**config.mk**
```make
export PLATFORM = sky130hd
export DESIGN_NAME = io_input_conditioner_flat
export DESIGN_NICKNAME = d
export VERILOG_FILES = /design/src/rtl/io_input_conditioner_if.sv /design/src/rtl/io_input_conditioner.sv /design/src/flat_wrapper.sv
export SDC_FILE = /design/constraint.sdc
export NUM_CORES = 1
export LEC_CHECK = 0
export CORE_MARGIN = 2
export CORE_UTILIZATION = 40
export CTS_CLUSTER_SIZE = 10
export DETAILED_ROUTE_END_ITERATION = 16
export PLACE_DENSITY = 0.66
export SKIP_CTS_REPAIR_TIMING = 1
export SLEW_MARGIN = 20
export SYNTH_ARGS = -nofsm -noshare
export SYNTH_HDL_FRONTEND = slang
export SYNTH_SLANG_ARGS = --single-unit
```
**constraint.sdc**
```tcl
create_clock -name i_clk -period 5.7 [get_ports i_clk]
set_input_delay 1.14 -clock i_clk [delete_from_list [all_inputs] [get_ports i_clk]]
set_output_delay 1.14 -clock i_clk [all_outputs]
set_load 0.03 [all_outputs]
```
**src/rtl/io_input_conditioner_if.sv**
```systemverilog
// Signal bundle between the raw board inputs and the input-peripheral memory.
// The master side drives the raw switch/button levels and consumes the
// conditioned levels and pulses; the conditioner sits on the slave side.
interface io_input_conditioner_if #(
    parameter int SW_W  = 32,
    parameter int BTN_W = 4
);
    logic [SW_W-1:0]  i_sw_raw;
    logic [BTN_W-1:0] i_btn_raw;
    logic [SW_W-1:0]  o_io_sw;
    logic [BTN_W-1:0] o_io_btn;
    logic             o_sw_chg;
    logic [BTN_W-1:0] o_btn_press;
    logic [BTN_W-1:0] o_btn_rel;

    modport master (
        output i_sw_raw, i_btn_raw,
        input  o_io_sw, o_io_btn, o_sw_chg, o_btn_press, o_btn_rel
    );

    modport slave (
        input  i_sw_raw, i_btn_raw,
        output o_io_sw, o_io_btn, o_sw_chg, o_btn_press, o_btn_rel
    );
endinterface

```
**src/rtl/io_input_conditioner.sv**
```systemverilog
// Input conditioner for board switches and push-buttons.
// Each raw bit is synchronised, sampled on a slow prescaler tick and only
// accepted once STABLE_CNT consecutive tick samples agree. Level updates and
// their one-cycle change/press/release pulses are registered together.
// Switch and button bits share one datapath: bits [SW_W-1:0] are switches,
// bits [SW_W+BTN_W-1:SW_W] are buttons (already made active-high).
// SW_W/BTN_W must match the widths of the connected interface instance.
module io_input_conditioner #(
    parameter int SW_W           = 32,
    parameter int BTN_W          = 4,
    parameter bit BTN_ACTIVE_LOW = 1'b1,
    parameter int SYNC_STAGES    = 2,
    parameter int TICK_DIV       = 50000,
    parameter int STABLE_CNT     = 4
) (
    input  logic                  i_clk,
    input  logic                  i_rst,
    io_input_conditioner_if.slave io
);
    localparam int W     = SW_W + BTN_W;
    localparam int CNT_W = (TICK_DIV > 1) ? $clog2(TICK_DIV) : 1;
    localparam logic [CNT_W-1:0] TICK_LAST = CNT_W'(TICK_DIV - 1);

    logic [CNT_W-1:0]                  cnt;
    logic                              tick;
    logic [W-1:0]                      raw_in;
    logic [SYNC_STAGES-1:0][W-1:0]     sync_q;
    logic [W-1:0]                      sync_out;
    // Only the STABLE_CNT-1 previous samples need storing: the newest sample
    // of the window is the synchroniser output itself.
    logic [STABLE_CNT-2:0][W-1:0]      hist;
    logic [STABLE_CNT-1:0][W-1:0]      window;
    logic [W-1:0]                      all_one;
    logic [W-1:0]                      all_zero;
    logic [W-1:0]                      deb;
    logic [W-1:0]                      deb_next;
    logic                              sw_chg_q;
    logic [BTN_W-1:0]                  press_q;
    logic [BTN_W-1:0]                  rel_q;

    // Buttons are made active-high before synchronising so 0 is always idle.
    assign raw_in = {(BTN_ACTIVE_LOW ? ~io.i_btn_raw : io.i_btn_raw), io.i_sw_raw};

    // Prescaler: free-running 0..TICK_DIV-1, tick in the terminal-count cycle.
    always_ff @(posedge i_clk) begin
        // NOTE: state registers use non-blocking assignments so every flop samples pre-edge values.
        if (i_rst) begin
            cnt <= '0;
        end else if (tick) begin
            cnt <= '0;
        end else begin
            cnt <= cnt + CNT_W'(1);
        end
    end

    assign tick = (cnt == TICK_LAST);

    // Multi-flop synchroniser per bit; stage 0 takes the raw level.
    always_ff @(posedge i_clk) begin
        if (i_rst) begin
            sync_q <= '0;
        end else begin
            sync_q <= {sync_q[SYNC_STAGES-2:0], raw_in};
        end
    end

    assign sync_out = sync_q[SYNC_STAGES-1];
    assign window   = {hist, sync_out};

    // Candidate window agreement and the resulting next debounced level.
    always_comb begin
        // NOTE: every combinational output gets a default first so no latch is inferred.
        all_one  = '1;
        all_zero = '1;
        for (int k = 0; k < STABLE_CNT; k++) begin
            all_one  &= window[k];
            all_zero &= ~window[k];
        end
        deb_next = (deb | all_one) & ~all_zero;
    end

    // Tick-driven history shift, level update and the matching one-cycle pulses.
    always_ff @(posedge i_clk) begin
        if (i_rst) begin
            // NOTE: history is cleared as well, so an input still held after reset must requalify from scratch.
            hist     <= '0;
            deb      <= '0;
            sw_chg_q <= 1'b0;
            press_q  <= '0;
            rel_q    <= '0;
        end else if (tick) begin
            hist     <= window[STABLE_CNT-2:0];
            deb      <= deb_next;
            sw_chg_q <= |(deb_next[SW_W-1:0] ^ deb[SW_W-1:0]);
            press_q  <= deb_next[W-1:SW_W] & ~deb[W-1:SW_W];
            rel_q    <= ~deb_next[W-1:SW_W] & deb[W-1:SW_W];
        end else begin
            sw_chg_q <= 1'b0;
            press_q  <= '0;
            rel_q    <= '0;
        end
    end

    assign io.o_io_sw     = deb[SW_W-1:0];
    assign io.o_io_btn    = deb[W-1:SW_W];
    assign io.o_sw_chg    = sw_chg_q;
    assign io.o_btn_press = press_q;
    assign io.o_btn_rel   = rel_q;
endmodule
```
**src/flat_wrapper.sv**
```systemverilog
// flat-port wrapper written by rule: the top's interface ports become plain ports
module io_input_conditioner_flat 
#(
    parameter int SW_W           = 32,
    parameter int BTN_W          = 4,
    parameter bit BTN_ACTIVE_LOW = 1'b1,
    parameter int SYNC_STAGES    = 2,
    parameter int TICK_DIV       = 50000,
    parameter int STABLE_CNT     = 4
)
  (i_clk, i_rst, io_i_sw_raw, io_i_btn_raw, io_o_io_sw, io_o_io_btn, io_o_sw_chg, io_o_btn_press, io_o_btn_rel);
  io_input_conditioner_if #(.SW_W(SW_W), .BTN_W(BTN_W)) io_i ();
  input  logic i_clk;
  input  logic i_rst;
  input wire logic [$bits(io_i.i_sw_raw)-1:0] io_i_sw_raw;
  input wire logic [$bits(io_i.i_btn_raw)-1:0] io_i_btn_raw;
  output wire logic [$bits(io_i.o_io_sw)-1:0] io_o_io_sw;
  output wire logic [$bits(io_i.o_io_btn)-1:0] io_o_io_btn;
  output wire logic [$bits(io_i.o_sw_chg)-1:0] io_o_sw_chg;
  output wire logic [$bits(io_i.o_btn_press)-1:0] io_o_btn_press;
  output wire logic [$bits(io_i.o_btn_rel)-1:0] io_o_btn_rel;
  assign io_i.i_sw_raw = io_i_sw_raw;
  assign io_i.i_btn_raw = io_i_btn_raw;
  assign io_o_io_sw = io_i.o_io_sw;
  assign io_o_io_btn = io_i.o_io_btn;
  assign io_o_sw_chg = io_i.o_sw_chg;
  assign io_o_btn_press = io_i.o_btn_press;
  assign io_o_btn_rel = io_i.o_btn_rel;
  io_input_conditioner #(.SW_W(SW_W), .BTN_W(BTN_W), .BTN_ACTIVE_LOW(BTN_ACTIVE_LOW), .SYNC_STAGES(SYNC_STAGES), .TICK_DIV(TICK_DIV), .STABLE_CNT(STABLE_CNT)) u_core (.i_clk(i_clk), .i_rst(i_rst), .io(io_i));
endmodule
```
==> results of run 1 <==
[area by class of cell]
type | count | area [µm²]
clock buffer | 32 | 737
clock inverter | 1 | 8.76
fill | 2178 | 11700
inverter | 21 | 78.8
multi-input combinational | 762 | 4010
sequential | 241 | 4820
tap | 285 | 357
timing repair buffer | 88 | 880
[cell usage after synthesis, drive strengths merged, types with 2 or more instances]
cell | n | area share
nor2 | 24 | 0.011
buf | 17 | 0.011
and4 | 3 | 0.0029
inv | 21 | 0.0086
nor3 | 41 | 0.022
o41ai | 5 | 0.0048
and4b | 4 | 0.0044
and3 | 3 | 0.0020
xnor2 | 5 | 0.0048
xor2 | 9 | 0.0086
or3 | 33 | 0.023
nand2b | 25 | 0.017
o32ai | 20 | 0.019
nand3 | 43 | 0.024
dfxtp | 241 | 0.53
nand4 | 5 | 0.0034
nor3b | 19 | 0.016
or2 | 2 | 0.0016
o22ai | 2 | 0.0014
a21oi | 144 | 0.078
clkbuf | 45 | 0.018
o21ai | 67 | 0.037
nand2 | 219 | 0.089
nor2b | 68 | 0.046
nor4 | 10 | 0.0068
nor4b | 5 | 0.0082
[worst min path at each step]
stage                     slack (ns)               from             endpoint
after floorplan                 0.41   u_core.sync_q[0]   u_core.sync_out[0]
after global placement          0.42   u_core.sync_q[4]   u_core.sync_out[4]
after detailed placement        0.42  u_core.sync_q[10]  u_core.sync_out[10]
after CTS                       0.43  u_core.sync_q[35]  u_core.sync_out[35]
after global routing            0.45  u_core.sync_q[21]  u_core.sync_out[21]
final                           0.43  u_core.sync_q[35]  u_core.sync_out[35]
[state kept, by name (all words and copies together), names as in the netlist]
name                   cells
u_core.io.o_btn_press      4
u_core.sync_q             36
u_core.io.o_btn_rel        4
u_core.io.o_sw_chg         1
u_core.sync_out           36
u_core.hist              108
u_core.cnt                16
u_core.deb                36
[power groups by stage]
stage	clock, µW	combinational [µW]	sequential, µW
2_1_floorplan	0	44.5	1760
3_3_place_gp	0	78.3	1760
3_5_place_dp	0	78.3	1760
4_1_cts	1560	78.8	1730
5_1_grt	1630	84.6	1730
6_report	1520	77.0	1730
[metal layers]
| layer | vias to the layer above | GRT usage | wire length, µm |
|---|---|---|---|
| met3 | 41 | 0.0308 | 1140 |
| met5 | - | 0 | 0 |
| met2 | 192 | 0.300 | 10200 |
| li1 | 3811 | - | - |
| met1 | 3578 | 0.229 | 9620 |
| met4 | 0 | 0.0607 | 640 |
[worst reg2reg max path: stages, from the launching register on]
cell and delay (ns):
dfxtp_1 0.34, ha_1 0.24, and3_1 0.25, nand3_2 0.09, buf_4 0.47, or3_4 0.65
buf_4 0.60, nand2_1 0.13, a21oi_1 0.15
[per-stage QoR]
| stage | area, µm² | hold WS [ns] | setup WS (ns) | utilization |
|---|---|---|---|---|
| finish | 10900 | 0.431 | 2.69 | 0.483 |
| global placement | 10200 | 0.418 | 2.78 | 0.450 |
| CTS | 10900 | 0.434 | 2.66 | 0.483 |
| floorplan | 9190 | 0.414 | 3.56 | - |
| detailed placement | 10200 | 0.421 | 2.73 | 0.450 |
| global route | 10900 | 0.446 | 2.44 | 0.483 |
[logic make-up (layout without fill, tap and decap cells)]
group,count (synthesis),after routing,share of synthesized area
and+or+nand+nor,507,507,0.280
xor gates and xnor gates,14,14,0.0133
buffers and inverters,83,142,0.0379
DFF,241,241,0.525
adders and majority gates,1,1,0.00136
AOI/OAI and AO/OA,240,240,0.142
==> run metrics, run 1 <==
Peak VDD IR between 0.1 and 0.15 mV; crit-path leading delay family simple AND/OR/NAND/NOR gates; Clock Tree Buf Depth 3; Skew-Pair Late Insertion Delay between 0.5 and 0.6 ns; ratio of cells with drive above 1 in the final layout 0.0410; register area share after synthesis 0.525; Rel. slew slack 0.425; CTS Buf Count 28; CTS tree built; grt total ovfl 0; Ports 83; Total Wirelength 21.6 mm; Post-Layout Cell Count 1,430; first-pass GRT wire length 35.2 mm; total number of vias 7,622; slowest library cell on the worst path or3_4; Ys Warns 0; chip width 156 µm; Arrival @ worst endpoint 3.44 ns; Port-buffer cells 82; critical path required time 6.14 ns; Leak 0.00359 µW; most common cell after layout, fill and taps aside dfxtp_1; DRC viols 0; FF-to-FF Start u_core.cnt[0]; Net Sw Frac 0.203; Die ar. approximately 24,000 µm²; number of synthesized flops with an enable pin 0; total stage count of the critical path 8; syn_nets approximately 1,100; Critical Path Most Common Cell buf_4; Async SR Flop Fraction 0; max-cap check violation count 0; setup_tns 0 ns; FP Rows 55; largest net degree at the start of global routing 130; antenna cells 0; post-synthesis cell count 1,086; total power roughly 3300 µW; Yosys reg bits 241; Worst R2R Setup Slack 2.69 ns; clock skew around 0.015 ns; number of iterations in the first detailed-routing pass 5; f_max around 330 MHz; pwr dens 305 nW/µm²; nets 1,181; Primary FF master, synth dfxtp_1; Avg WL per Cell roughly 15 µm; Sw Pwr 673 µW; Setup crit start kind flop; CP bufs+invs 2; Seq pwr share 0.520; crit path capture u_core.hist[23]; Final Max Slew Viols 0; r2r worst-path depth 8; Initial Util 0.407; Worst Hold Depth 1; worst r2r dst u_core.hist[23]; Crit. End Element flop; GP Congestion 0.792; Largest stage delay, worst path 0.65 ns; Final Cycle Share 0.528; Post-Syn Area 9190 µm²; endpoints failing setup 0; Clock Tree Root clkbuf_16; Starting DRT DRC Count 542; Clock transition at path regs 0.05 ns; Slew @ Worst Pin roughly 0.86 ns; Die Y 156 µm; crit path from u_core.cnt[0]; Int Pwr 2650 µW; worst hold path type reg -> reg; initial antenna violation count 0; commonest non-fill, non-tap cells in the layout dfxtp_1, nand2_1, a21oi_1; crit-path cells ha_1 > and3_1 > nand3_2 > buf_4 > or3_4 > buf_4 > nand2_1 > a21oi_1; Avg Cell Area, Syn 8.46 µm²; Core ar. 22,600 µm²; clk sink count about 240; Clk pwr share 0.457; crit path kind reg -> reg; # H-tree levels 1; # placed instances 1,397; Avg Vias per Cell between 5 and 6; post-route minimum period roughly 3.0 ns; synthesis-to-layout area growth 18.6%; Routed Antenna Nets 0; combinational share of power 0.023; Yosys cell types 39; Total Routing Usage GR 0.177; crit path max fanout 57; vias in the first global route 7,106; outcome finished, final reports clean; RSZ-0062 raised after global routing no; final hold vios 0; hpwl dp around 13 mm
Power figures use the tool's default switching activity.
==> inputs of run 2 (changes only) <==
PLACE_DENSITY = 0.68   (was 0.66)
clock period = 2.44 ns   (was 5.7 ns; I/O delays follow)
==> run metrics, run 2 (same netlist as run 1, synthesis figures left out) <==
Crit. End Element primary output; commonest non-fill, non-tap cells in the layout dfxtp_1, nand2_1, a21oi_1; Leak 0.00365 µW (+1.9%); f_max 461 MHz; total number of vias 7,569 (-0.70%); CTS tree built; Setup crit start kind flop; initial antenna violation count 0 (unchanged); max-cap check violation count 0 (unchanged); Arrival @ worst endpoint 1.68 ns (-1.76 ns); crit path from u_core.deb[16]; Core ar. 22,600 µm² (unchanged); Clock Tree Buf Depth 3 (unchanged); crit-path cells clkdlybuf4s50_1; Final Max Slew Viols 0 (unchanged); clk sink count 241 (unchanged); Total Routing Usage GR 0.176 (-0.00107); most common cell after layout, fill and taps aside dfxtp_1; crit path capture io_o_io_sw[16]; final hold vios 0 (unchanged); DRC viols 0 (unchanged); endpoints failing setup 0 (unchanged); nets 1,190 (+0.76%); Port-buffer cells 82 (unchanged); RSZ-0062 raised after global routing no; setup_tns 0 ns (unchanged); synthesis-to-layout area growth 20.1%; Avg WL per Cell 15.0 µm (-0.61%); Die ar. 24,200 µm² (unchanged); pre-CTS setup slack 0.214 ns (-2.52 ns); first-pass GRT wire length 34.8 mm (-1.1%); Int Pwr 6260 µW (+140%); Routed Antenna Nets 0 (unchanged); number of iterations in the first detailed-routing pass 6 (+1); Largest stage delay, worst path 0.71 ns (+0.06 ns); critical path required time 1.95 ns (-4.19 ns); Seq pwr share 0.514 (-0.006); Post-Layout Cell Count 1,442 (+0.84%); antenna cells 0 (unchanged); Starting DRT DRC Count 645 (+19%); pwr dens 711 nW/µm² (+130%); met1 GRT Util 0.240 (+0.0109); r2r worst-path depth 8 (unchanged); CP bufs+invs 1 (-1); slowest library cell on the worst path clkdlybuf4s50_1; Skew-Pair Late Insertion Delay 0.53 ns (about the same); Ports 83 (unchanged); Rel. slew slack 0.564 (+0.139); ratio of cells with drive above 1 in the final layout 0.0493 (+0.00822); post-route setup slack 0.272 ns (-2.42 ns); # placed instances 1,406 (+0.64%); Worst R2R Setup Slack 0.29 ns (-2.40 ns); Initial Util 0.407 (unchanged); largest net degree at the start of global routing 83 (-36%); worst r2r dst u_core.cnt[9]; grt total ovfl 0 (unchanged); Sw Pwr 1590 µW (+140%); # H-tree levels 1 (unchanged); vias in the first global route 6,875 (-3.3%); Total Wirelength 21.6 mm (+0.22%); crit-path leading delay family buffers and inverters; GRT busiest layer met2; FP Rows 55 (unchanged); crit path kind reg -> out; Clk pwr share 0.462 (+0.005); GP Congestion 0.807 (+1.9%); chip width 156 µm (unchanged); GR Util met3 0.0303 (-0.000556); post-route minimum period between 2 and 2.5 ns; crit path max fanout 5 (-91%); Clock transition at path regs 0.05 ns (about the same); CTS Buf Count 28 (unchanged); FF-to-FF Start u_core.cnt[0]; Net Sw Frac 0.202 (-0.000697); hpwl dp 13.9 mm (+3.0%); worst hold path type in -> reg; Largest register FFs 108 (unchanged); Slew @ Worst Pin 0.648 ns (-0.214 ns); outcome finished, final reports clean; Peak VDD IR 0.402 mV (+180%); combinational share of power 0.024 (about the same); Die Y 156 µm (unchanged); Largest Register u_core.hist; clock skew 0.0140 ns (-0.00101 ns); Avg Vias per Cell 5.25 (-1.5%); met2 usage 0.290 (-0.0101); Clock Tree Root clkbuf_16; Final Cycle Share 0.888; total stage count of the critical path 1 (-7)
[run 2: cell count changes in the layout (fill, tap and decap cells not counted), sizes merged]
cell	before	now
buf	7	16
clkbuf	32	36
clkinv	1	0
[run 2: worst reg2reg max path: cells and delay by family (launching register included)]
| kind | cells | cell delay (ns) |
|---|---|---|
| and+or+nand+nor | 5 | 1.05 |
| DFF | 1 | 0.36 |
| adders and majority gates | 1 | 0.19 |
| buffers and inverters | 2 | 0.43 |
[run 2: power groups by stage]
stage	Sequential, µW	Combinational, µW	Clock, µW
floorplan	4100	104	0
global placement	4110	192	0
detailed placement	4120	194	0
CTS	4030	194	3710
global route	4040	209	3880
finish	4030	190	3620
[run 2: worst min path at each step]
stage | slack [ns] | depth (start not counted) | from | to
2_1_floorplan | 0.41 | 1 | u_core.sync_q[0] | u_core.sync_out[0]
3_3_place_gp | 0.42 | 1 | u_core.sync_q[16] | u_core.sync_out[16]
3_5_place_dp | 0.42 | 1 | u_core.sync_q[8] | u_core.sync_out[8]
4_1_cts | 0.41 | 2 | i_rst | u_core.sync_q[10]
5_1_grt | 0.43 | 2 | i_rst | u_core.sync_out[0]
6_report | 0.39 | 2 | i_rst | u_core.sync_out[1]
[run 2: final cells by class]
class	count	area (µm²)
inverters	21	78.8
repair buffers	97	985
clock buffers	36	772
fillers	2133	11500
flip-flops and latches	241	4820
multi-input cells	762	4020
well taps	285	357
[run 2: layer usage]
| layer | wire length, µm | share of wire |
|---|---|---|
| met1 | 10000 | 0.46 |
| met2 | 10100 | 0.47 |
| met5 | 0 | 0 |
| met3 | 1180 | 0.054 |
| met4 | 357 | 0.017 |
[run 2: metrics by stage]
step	total power, µW	hold WS, ns	area, µm²	util
after floorplan	4210	0.414	9190	-
after global placement	4310	0.419	10300	0.454
after detailed placement	4310	0.424	10300	0.454
after CTS	7940	0.408	11000	0.489
after global routing	8130	0.428	11000	0.489
final	7850	0.389	11000	0.489
==> inputs of run 3 (changes only) <==
CELL_PAD_IN_SITES_DETAIL_PLACEMENT = 0   (was not set)
CELL_PAD_IN_SITES_GLOBAL_PLACEMENT = 1   (was not set)
CORE_UTILIZATION = 39   (was 40)
PLACE_DENSITY = 0.82   (was 0.68)
TNS_END_PERCENT = 1   (was not set)
==> run metrics, run 3 (same netlist as run 1, synthesis figures left out) <==
crit-path cells ha_1 > and3_1 > nand3_2 > or3_4 > buf_16 > nand2b_1 > buf_4 > nor2_1; Total Wirelength 22.3 mm (+3.4%); Die Y 157 µm (+1.2%); synthesis-to-layout area growth 20.9%; Int Pwr 6290 µW (+0.41%); Starting DRT DRC Count 506 (-22%); Largest register FFs 108 (unchanged); FP Rows 56 (+1.8%); total power 7900 µW (+0.65%); Peak VDD IR 0.398 mV (-0.99%); Skew-Pair Late Insertion Delay 0.54 ns (about the same); Final Cycle Share 0.927 (+0.0384); first-pass GRT wire length 35.3 mm (+1.4%); GP Congestion 0.750 (-7.0%); Post-Layout Cell Count 1,471 (+2.0%); Seq pwr share 0.511 (-0.003); hpwl dp 14.0 mm (+1.0%); post-route minimum period 2.26 ns (+0.0937 ns); total number of vias 7,550 (-0.25%); Clock transition at path regs 0.05 ns (about the same); worst hold path type in -> reg; Avg Vias per Cell 5.13 (-2.2%); Slew @ Worst Pin 0.612 ns (-0.0362 ns); Clock Tree Buf Depth 3 (unchanged); clk sink count 241 (unchanged); initial antenna violation count 0 (unchanged); critical path required time 2.85 ns (+0.90 ns); crit path kind reg -> reg; RSZ-0062 raised after global routing no; Net Sw Frac 0.204 (+0.00189); Initial Util 0.395 (-0.0121); antenna cells 0 (unchanged); pwr dens 711 nW/µm² (about the same); f_max 442 MHz (-4.1%); outcome finished, final reports clean; Reg area 4820 µm² (unchanged); Sw Pwr 1610 µW (+1.6%); commonest non-fill, non-tap cells in the layout dfxtp_1, nand2_1, a21oi_1; Port-buffer cells 82 (unchanged); DRC viols 0 (unchanged); final hold vios 0 (unchanged); Leak 0.00366 µW (+0.29%); hold slack 0.381 ns (-0.00785 ns); Crit. End Element flop; Arrival @ worst endpoint 2.67 ns (+0.99 ns); crit path max fanout 49 (+44); chip width 157 µm (+1.2%); Multi-input gate area 4020 µm² (about the same); setup_tns 0 ns (unchanged); ratio of cells with drive above 1 in the final layout 0.0486 (-0.000654); # H-tree levels 1 (unchanged); Die ar. 24,800 µm² (+2.5%); Setup crit start kind flop; combinational share of power 0.024 (about the same); Final Max Slew Viols 0 (unchanged); number of iterations in the first detailed-routing pass 7 (+1); Worst R2R Setup Slack 0.18 ns (-0.11 ns); CTS Buf Count 28 (unchanged); # placed instances 1,437 (+2.2%); Core ar. 23,300 µm² (+3.1%); Clock Tree Root clkbuf_16; Largest Register u_core.hist; Routed Antenna Nets 0 (unchanged); Rel. slew slack 0.588 (+0.0244); vias in the first global route 6,940 (+0.95%); nets 1,188 (-0.17%); max-cap check violation count 0 (unchanged); Total Routing Usage GR 0.177 (+0.000441); Ports 83 (unchanged); CTS tree built; crit-path leading delay family simple AND/OR/NAND/NOR gates; largest net degree at the start of global routing 98 (+18%); CP bufs+invs 2 (+1); fill count 2,263 (+6.1%); slowest library cell on the worst path or3_4; Largest stage delay, worst path 0.52 ns (-0.19 ns); Clk pwr share 0.465 (+0.003); endpoints failing setup 0 (unchanged); Avg WL per Cell 15.2 µm (+1.4%); most common cell after layout, fill and taps aside dfxtp_1; grt total ovfl 0 (unchanged); clock skew 0.0219 ns (+0.00791 ns)
run 3: per-stage QoR:
step            util  instance area, µm²  setup slack [ns]
2_1_floorplan      -                9190             0.481
3_3_place_gp   0.443               10300             0.221
3_5_place_dp   0.443               10300             0.133
4_1_cts        0.476               11100             0.119
5_1_grt        0.478               11100            0.0355
6_report       0.478               11100             0.178
run 3: power by group through the flow:
stage | sequential [µW] | clock, µW | combinational, µW
after detailed placement | 4120 | 0 | 194
after CTS | 4030 | 3770 | 195
after floorplan | 4100 | 0 | 104
after global placement | 4120 | 0 | 194
final | 4030 | 3670 | 191
after global routing | 4040 | 3930 | 208
run 3: area by class of cell:
type                            count  share of cell area
Clock buffer                       31              0.0660
Clock inverter                      2             0.00315
Inverter                           21             0.00710
Multi-Input combinational cell    762               0.362
Sequential cell                   241               0.434
Tap cell                          319              0.0359
Timing Repair Buffer               95              0.0918
run 3: path summary, 6_finish.rpt:
path	from	endpoint	cells after the start
worst max register to register	u_core.cnt[0]	u_core.cnt[10]	8
worst min-delay path	i_rst	u_core.sync_q[31]	2
worst min register to register	u_core.sync_q[29]	u_core.sync_out[29]	1
worst max-delay path	u_core.cnt[0]	u_core.cnt[10]	8
run 3: metal layers:
metal | global-route usage | vias up | routed length, µm
li1 | - | 3831 | -
met1 | 0.238 | 3533 | 10300
met2 | 0.293 | 157 | 10500
met3 | 0.0333 | 29 | 1230
met4 | 0.0429 | 0 | 324
met5 | 0 | - | 0
